**config.mk**
```make
export PLATFORM = sky130hd
export DESIGN_NAME = uart_rx_cfg_flat
export DESIGN_NICKNAME = d
export VERILOG_FILES = /design/src/rtl/uart_rx_cfg_if.sv /design/src/rtl/uart_rx_cfg.sv /design/src/flat_wrapper.sv
export SDC_FILE = /design/constraint.sdc
export NUM_CORES = 1
export LEC_CHECK = 0
export BUFFER_PORTS_ARGS = -buffer_cell sky130_fd_sc_hd__buf_2
export CAP_MARGIN = 20
export CORE_MARGIN = 1.5
export CORE_UTILIZATION = 58
export DETAILED_ROUTE_END_ITERATION = 10
export GPL_ROUTABILITY_DRIVEN = 0
export HOLD_SLACK_MARGIN = 0.15
export PLACE_DENSITY = 0.75
export SLEW_MARGIN = 0
export SYNTH_ARGS = -nofsm -noshare
export SYNTH_HDL_FRONTEND = slang
export SYNTH_SLANG_ARGS = --single-unit
```
**constraint.sdc**
```tcl
create_clock -name clk -period 2.5 [get_ports clk]
set_input_delay 0 -clock clk [delete_from_list [all_inputs] [get_ports clk]]
set_output_delay 0 -clock clk [all_outputs]
set_load 0.02 [all_outputs]
```
**src/rtl/uart_rx_cfg_if.sv**
```systemverilog
// Receiver-side signal bundle: serial line in, received word and status out.
interface uart_rx_cfg_if #(
    parameter int unsigned DATA_BITS = 8
);
    logic                 data_in;
    logic [DATA_BITS-1:0] databyte;
    logic                 data_recieved;
    logic                 parity_err;
    logic                 framing_err;

    // Receiver drives the word and status, consumes the serial line.
    modport master (
        input  data_in,
        output databyte,
        output data_recieved,
        output parity_err,
        output framing_err
    );

    // Line driver / downstream consumer.
    modport slave (
        output data_in,
        input  databyte,
        input  data_recieved,
        input  parity_err,
        input  framing_err
    );
endinterface

```
**src/rtl/uart_rx_cfg.sv**
```systemverilog
// Parametrised UART receiver: configurable data width, optional parity,
// 1 or 2 stop bits, mid-bit sampling with parity/framing error reporting.
module uart_rx_cfg #(
    parameter int unsigned CLKS_PER_BIT = 8,
    parameter int unsigned DATA_BITS    = 8,
    parameter int unsigned PARITY_EN    = 0,
    parameter int unsigned PARITY_ODD   = 0,
    parameter int unsigned STOP_BITS    = 1
) (
    input  logic          clk,
    input  logic          rst_n,
    uart_rx_cfg_if.master bus
);

    localparam int unsigned CNT_W    = $clog2(CLKS_PER_BIT) + 1;
    localparam int unsigned IDX_W    = 4;
    localparam int unsigned HALF_CNT = (CLKS_PER_BIT - 1) / 2;
    localparam int unsigned LAST_CNT = CLKS_PER_BIT - 1;

    // Reject configurations the datapath cannot represent.
    generate
        if (CLKS_PER_BIT < 4) begin : g_bad_clks
            $error("uart_rx_cfg: CLKS_PER_BIT must be >= 4");
        end
        if (DATA_BITS < 5 || DATA_BITS > 9) begin : g_bad_data
            $error("uart_rx_cfg: DATA_BITS must be in 5..9");
        end
        if (STOP_BITS < 1 || STOP_BITS > 2) begin : g_bad_stop
            $error("uart_rx_cfg: STOP_BITS must be 1 or 2");
        end
        if (PARITY_EN > 1 || PARITY_ODD > 1) begin : g_bad_par
            $error("uart_rx_cfg: PARITY_EN and PARITY_ODD must be 0 or 1");
        end
    endgenerate

    typedef enum logic [2:0] {
        S_IDLE,
        S_START,
        S_DATA,
        S_PARITY,
        S_STOP,
        S_DONE,
        S_WAIT_HIGH
    } state_t;

    logic                 r_sync1;
    logic                 r_sync2;
    logic                 w_rx_s;

    state_t               r_state;
    logic [CNT_W-1:0]     r_cnt;
    logic [IDX_W-1:0]     r_idx;
    logic [DATA_BITS-1:0] r_shift;
    logic                 r_par_mis;
    logic                 r_stop_err;
    logic [DATA_BITS-1:0] r_databyte;
    logic                 r_data_recieved;
    logic                 r_parity_err;
    logic                 r_framing_err;

    state_t               w_state_nxt;
    logic [CNT_W-1:0]     w_cnt_nxt;
    logic [IDX_W-1:0]     w_idx_nxt;
    logic [DATA_BITS-1:0] w_shift_nxt;
    logic                 w_par_mis_nxt;
    logic                 w_stop_err_nxt;
    logic [DATA_BITS-1:0] w_databyte_nxt;
    logic                 w_data_recieved_nxt;
    logic                 w_parity_err_nxt;
    logic                 w_framing_err_nxt;
    logic                 w_stop_err_cur;
    logic                 w_cnt_half;
    logic                 w_cnt_last;

    // Two-flop synchroniser for the asynchronous line; idles high.
    always_ff @(posedge clk or negedge rst_n) begin
        if (!rst_n) begin
            r_sync1 <= 1'b1;
            r_sync2 <= 1'b1;
        end else begin
            r_sync1 <= bus.data_in;
            r_sync2 <= r_sync1;
        end
    end

    assign w_rx_s     = r_sync2;
    assign w_cnt_half = (r_cnt == CNT_W'(HALF_CNT));
    assign w_cnt_last = (r_cnt == CNT_W'(LAST_CNT));

    // State, counters, shift register and registered outputs.
    always_ff @(posedge clk or negedge rst_n) begin
        if (!rst_n) begin
            r_state         <= S_IDLE;
            r_cnt           <= '0;
            r_idx           <= '0;
            r_shift         <= '0;
            r_par_mis       <= 1'b0;
            r_stop_err      <= 1'b0;
            r_databyte      <= '0;
            r_data_recieved <= 1'b0;
            r_parity_err    <= 1'b0;
            r_framing_err   <= 1'b0;
        end else begin
            r_state         <= w_state_nxt;
            r_cnt           <= w_cnt_nxt;
            r_idx           <= w_idx_nxt;
            r_shift         <= w_shift_nxt;
            r_par_mis       <= w_par_mis_nxt;
            r_stop_err      <= w_stop_err_nxt;
            r_databyte      <= w_databyte_nxt;
            r_data_recieved <= w_data_recieved_nxt;
            r_parity_err    <= w_parity_err_nxt;
            r_framing_err   <= w_framing_err_nxt;
        end
    end

    // Frame sequencing; results are loaded on the edge entering DONE so the
    // strobe is high for the single DONE cycle.
    always_comb begin
        w_state_nxt         = r_state;
        w_cnt_nxt           = r_cnt;
        w_idx_nxt           = r_idx;
        w_shift_nxt         = r_shift;
        w_par_mis_nxt       = r_par_mis;
        w_stop_err_nxt      = r_stop_err;
        w_databyte_nxt      = r_databyte;
        w_data_recieved_nxt = 1'b0;
        w_parity_err_nxt    = r_parity_err;
        w_framing_err_nxt   = r_framing_err;
        w_stop_err_cur      = r_stop_err | ~w_rx_s;

        unique case (r_state)
            S_IDLE: begin
                w_cnt_nxt = '0;
                w_idx_nxt = '0;
                if (!w_rx_s) begin
                    w_state_nxt    = S_START;
                    w_par_mis_nxt  = 1'b0;
                    w_stop_err_nxt = 1'b0;
                end
            end

            S_START: begin
                if (w_cnt_half) begin
                    w_cnt_nxt   = '0;
                    w_state_nxt = w_rx_s ? S_IDLE : S_DATA;
                end else begin
                    w_cnt_nxt = r_cnt + CNT_W'(1);
                end
            end

            S_DATA: begin
                if (w_cnt_last) begin
                    w_cnt_nxt   = '0;
                    // LSB arrives first; after DATA_BITS shifts it sits at bit 0.
                    w_shift_nxt = {w_rx_s, r_shift[DATA_BITS-1:1]};
                    if (r_idx == IDX_W'(DATA_BITS - 1)) begin
                        w_idx_nxt   = '0;
                        w_state_nxt = (PARITY_EN != 0) ? S_PARITY : S_STOP;
                    end else begin
                        w_idx_nxt = r_idx + IDX_W'(1);
                    end
                end else begin
                    w_cnt_nxt = r_cnt + CNT_W'(1);
                end
            end

            S_PARITY: begin
                if (w_cnt_last) begin
                    w_cnt_nxt     = '0;
                    // Total XOR must be 0 for even, 1 for odd.
                    w_par_mis_nxt = (^r_shift) ^ w_rx_s ^ 1'(PARITY_ODD);
                    w_state_nxt   = S_STOP;
                end else begin
                    w_cnt_nxt = r_cnt + CNT_W'(1);
                end
            end

            S_STOP: begin
                if (w_cnt_last) begin
                    w_cnt_nxt      = '0;
                    w_stop_err_nxt = w_stop_err_cur;
                    if (r_idx == IDX_W'(STOP_BITS - 1)) begin
                        w_idx_nxt           = '0;
                        w_state_nxt         = S_DONE;
                        w_databyte_nxt      = r_shift;
                        w_parity_err_nxt    = (PARITY_EN != 0) ? r_par_mis : 1'b0;
                        w_framing_err_nxt   = w_stop_err_cur;
                        w_data_recieved_nxt = 1'b1;
                    end else begin
                        w_idx_nxt = r_idx + IDX_W'(1);
                    end
                end else begin
                    w_cnt_nxt = r_cnt + CNT_W'(1);
                end
            end

            S_DONE: begin
                // A low stop bit may be a break; wait for the line to recover.
                w_state_nxt = r_stop_err ? S_WAIT_HIGH : S_IDLE;
            end

            S_WAIT_HIGH: begin
                if (w_rx_s) begin
                    w_state_nxt = S_IDLE;
                end
            end

            default: begin
                w_state_nxt = S_IDLE;
            end
        endcase
    end

    assign bus.databyte      = r_databyte;
    assign bus.data_recieved = r_data_recieved;
    assign bus.parity_err    = r_parity_err;
    assign bus.framing_err   = r_framing_err;

endmodule

```
**src/flat_wrapper.sv**
```systemverilog
// flat-port wrapper written by rule: the top's interface ports become plain ports
module uart_rx_cfg_flat 
#(
    parameter int unsigned CLKS_PER_BIT = 8,
    parameter int unsigned DATA_BITS    = 8,
    parameter int unsigned PARITY_EN    = 0,
    parameter int unsigned PARITY_ODD   = 0,
    parameter int unsigned STOP_BITS    = 1
)
  (clk, rst_n, bus_data_in, bus_databyte, bus_data_recieved, bus_parity_err, bus_framing_err);
  uart_rx_cfg_if #(.DATA_BITS(DATA_BITS)) bus_i ();
  input  logic clk;
  input  logic rst_n;
  input wire logic [$bits(bus_i.data_in)-1:0] bus_data_in;
  output wire logic [$bits(bus_i.databyte)-1:0] bus_databyte;
  output wire logic [$bits(bus_i.data_recieved)-1:0] bus_data_recieved;
  output wire logic [$bits(bus_i.parity_err)-1:0] bus_parity_err;
  output wire logic [$bits(bus_i.framing_err)-1:0] bus_framing_err;
  assign bus_i.data_in = bus_data_in;
  assign bus_databyte = bus_i.databyte;
  assign bus_data_recieved = bus_i.data_recieved;
  assign bus_parity_err = bus_i.parity_err;
  assign bus_framing_err = bus_i.framing_err;
  uart_rx_cfg #(.CLKS_PER_BIT(CLKS_PER_BIT), .DATA_BITS(DATA_BITS), .PARITY_EN(PARITY_EN), .PARITY_ODD(PARITY_ODD), .STOP_BITS(STOP_BITS)) u_core (.clk(clk), .rst_n(rst_n), .bus(bus_i));
endmodule
```
==> flow_metrics.py <==
metrics = {
    "status": {
        "outcome": "finished, final reports clean",
    },
    "timing": {
        "skew_ps": 8.41,
        "tns_ps": 0,
        "max_freq_mhz": 509,
        "worst_slew_pin_slew_ps": 699,
        "hold_violations": 0,
        "finalSetupViolCount": 0,
        "period_needed_ps": 1960,
        "maxSlewHeadroom_pct": 53.4,
        "rsz0062_at_grt": "false",
        "drv_slew": 0,
        "min_period_over_period_pct": 78.6,
    },
    "yosys": {
        "yosysTopAreaCellShare_pct": 46.6,
        "ys_types": 47,
        "synth_edf_count": 0,
        "synth_ff_type": "dfrtp_1",
        "yosys_register_bits": 32,
        "avgSynthCellArea_um2": 11.0,
        "yosysWarnings": 0,
        "yosysMostFrequentCell": "dfrtp_1",
        "synth_area_um2": 1610,
        "yosys.area.top_type": "dfrtp_1",
        "synth_common_cells": "30 x dfrtp_1, 16 x mux2_2, 8 x a21oi_1, 8 x nor2_1, 8 x o21ai_0",
        "synth_area_leaders": "dfrtp_1 47%, mux2_2 11%, dfstp_2 3.3%",
        "synthCells": 147,
        "async_reset_ff_share_pct": 100,
        "synth_seq_area_share_pct": 49.9,
        "synth_nets": 153,
    },
    "drt": {
        "ant_nets": 0,
        "drt-vias-per-instance": 6.07,
        "first_pass_iters": 4,
        "routed_wirelength_um": 2910,
        "post_drt_wl_per_cell_um": 15.2,
        "vias": 1166,
        "dr.first_iter.drc_count": 29,
        "drc": 0,
    },
    "critical_path": {
        "crit_chain": "inv_1 -> ha_1 -> or3b_4 -> a32o_1 -> o31ai_1 -> o41ai_1",
        "cp_num_buf_inv": 1,
        "cp_data_required_time_ps": 2720,
        "start_kind": "flip-flop",
        "cp-end-kind": "flip-flop",
        "cpPeakStageDelay_ps": 420,
        "reg2reg_depth": 6,
        "arrival_ps": 2180,
        "cp_max_fo": 6,
        "crit_family": "compound AO/OA/AOI/OAI gates",
        "critPathKind": "flip-flop to flip-flop",
        "r2r-end": "u_core.r_state[2]",
        "r2r_start": "u_core.r_idx[0]",
        "cpMaxStageDelayCell": "dfrtp_1",
        "setup.reg_to_reg.worst_slack_ps": 540,
    },
    "cts": {
        "cts_tree": "built",
        "htree_levels": 2,
        "clk_latency_ps": 340,
        "path_clk_slew_ps": 100,
        "cts_buffers": 5,
        "cts_buffer_depth": 2,
        "cts_num_sinks": 32,
        "clockRootBuffer": "clkbuf_4",
    },
    "global_route": {
        "globalRouteOverflowTotal": 0,
        "grt_max_degree": 33,
        "grt_antenna_before_repair": 0,
        "grt_pass1_wl_um": 5010,
        "grt_use_total_pct": 21.1,
        "grt_pass1_vias": 1074,
    },
    "cells_and_area": {
        "final_util_pct": 69.6,
        "nets": 167,
        "fillers": 179,
        "layout-drive-gt1-share_pct": 27.8,
        "syn_to_final_growth_pct": 10.0,
        "n_antenna_cell": 0,
    },
    "floorplanning": {
        "num_io_pins": 14,
        "fp-row-count": 18,
        "initial_utilization_pct": 63.3,
        "dieHeight_um": 55.7,
        "dieArea_um2": 3100,
        "coreArea_um2": 2540,
        "die_w_um": 55.7,
    },
    "job": {
        "cap_violations": 0,
    },
    "place": {
        "dp_hpwl_um": 1930,
        "numPortBuffers": 12,
    },
    "pwr": {
        "power_density_nw_per_um2": 855,
        "peakVddDrop_mv": 0.725,
        "p_leak_nw": 0.877,
        "total_power_mw": 1.52,
    },
    "hold_path": {
        "holdCritPathClass": "input port to asynchronous set/reset pin",
    },
}
## cell usage in the layout (no fill, tap or decap), types with 2 or more instances in the layout
| cell type | n |
|---|---|
| a21oi_1 | 8 |
| a31oi_1 | 5 |
| dlygate4sd3_1 | 2 |
| a211oi_1 | 2 |
| mux2_2 | 16 |
| buf_2 | 12 |
| nor3_1 | 3 |
| dfstp_2 | 2 |
| nor2_1 | 8 |
| nor4_1 | 2 |
| a22o_1 | 2 |
| nand3_1 | 4 |
| nand2_1 | 5 |
| o21ai_0 | 8 |
| buf_4 | 2 |
| nor2b_1 | 2 |
| inv_1 | 6 |
| o41ai_1 | 2 |
| clkbuf_4 | 5 |
| ha_1 | 3 |
| nand2b_1 | 2 |
| o31ai_1 | 3 |
| dfrtp_1 | 30 |
## sequential cells by signal, summed over array words and instances, names as in the netlist
name,count
u_core.r_shift,8
u_core.r_sync2,1
u_core.r_idx,4
u_core.r_stop_err,1
u_core.bus.framing_err,1
u_core.r_state,3
u_core.bus.databyte,8
u_core.bus.data_recieved,1
u_core.r_sync1,1
u_core.r_cnt,4
## final cells by class
cell class                      instances  area [um2]  area share (%)
Clock inverter                          2        35.0            1.98
Sequential cell                        32         803            45.3
Inverter                                7        26.3            1.48
Multi-Input combinational cell         99         733            41.4
Clock buffer                            6        41.3            2.33
Tap cell                               30        37.5            2.12
Timing Repair Buffer                   16        95.1            5.37
## per-stage QoR
stage | setup WS, ps | area [um2] | std cells | hold WS (ps)
2_1_floorplan | 706 | 1610 | 147 | -296
3_3_place_gp | 676 | 1680 | 182 | 66.5
3_5_place_dp | 600 | 1680 | 182 | 78.0
4_1_cts | 555 | 1770 | 192 | 241
5_1_grt | 364 | 1770 | 192 | 279
6_report | 535 | 1770 | 192 | 231
## metal layers
| metal | track usage [%] | part of all wire, % | vias to the layer above |
|---|---|---|---|
| li1 | - | - | 566 |
| met1 | 27.4 | 45 | 562 |
| met2 | 32.0 | 49 | 33 |
| met3 | 7.91 | 5.4 | 5 |
| met4 | 8.36 | 1.3 | 0 |
| met5 | 0 | 0 | - |
## where the power goes
group	switching (mW)	total, mW	internal (mW)
logic	0.235	0.430	0.195
clock network	0.171	0.381	0.209
registers	0.126	0.705	0.579
total	0.532	1.52	0.984
## cells by family after synthesis
kind of cell	after synthesis	synth area share, %
and+or+nand+nor	39	14.8
AOI/OAI and AO/OA	37	15.2
DFF	32	49.9
muxes	17	11.8
buffers and inverters	16	4.58
adders and majority gates	4	2.95
other	1	0.233
xor gates and xnor gates	1	0.544
## worst max path at each step
stage / from / to / slack, ps / depth (start not counted)
after floorplan: u_core.r_idx[0] / u_core.bus.databyte[1] / 710 / 6
after global placement: u_core.r_state[0] / u_core.bus.databyte[2] / 680 / 4
after detailed placement: u_core.r_idx[0] / u_core.r_state[2] / 600 / 6
after CTS: u_core.r_idx[0] / u_core.r_state[2] / 550 / 6
after global routing: u_core.r_idx[0] / u_core.r_state[2] / 360 / 6
final: u_core.r_idx[0] / u_core.r_state[2] / 540 / 6
## what timing repair did
| item | 4_1_cts | 5_1_grt |
|---|---|---|
| endpoints found under the hold margin | 33 | 0 |
| setup buffers | 0 | 0 |
| hold buffers | 2 | 0 |
| endpoints found under the setup margin | 0 | 0 |
| resized for setup | 0 | 0 |
No activity file was read; power rests on OpenSTA's default activity.
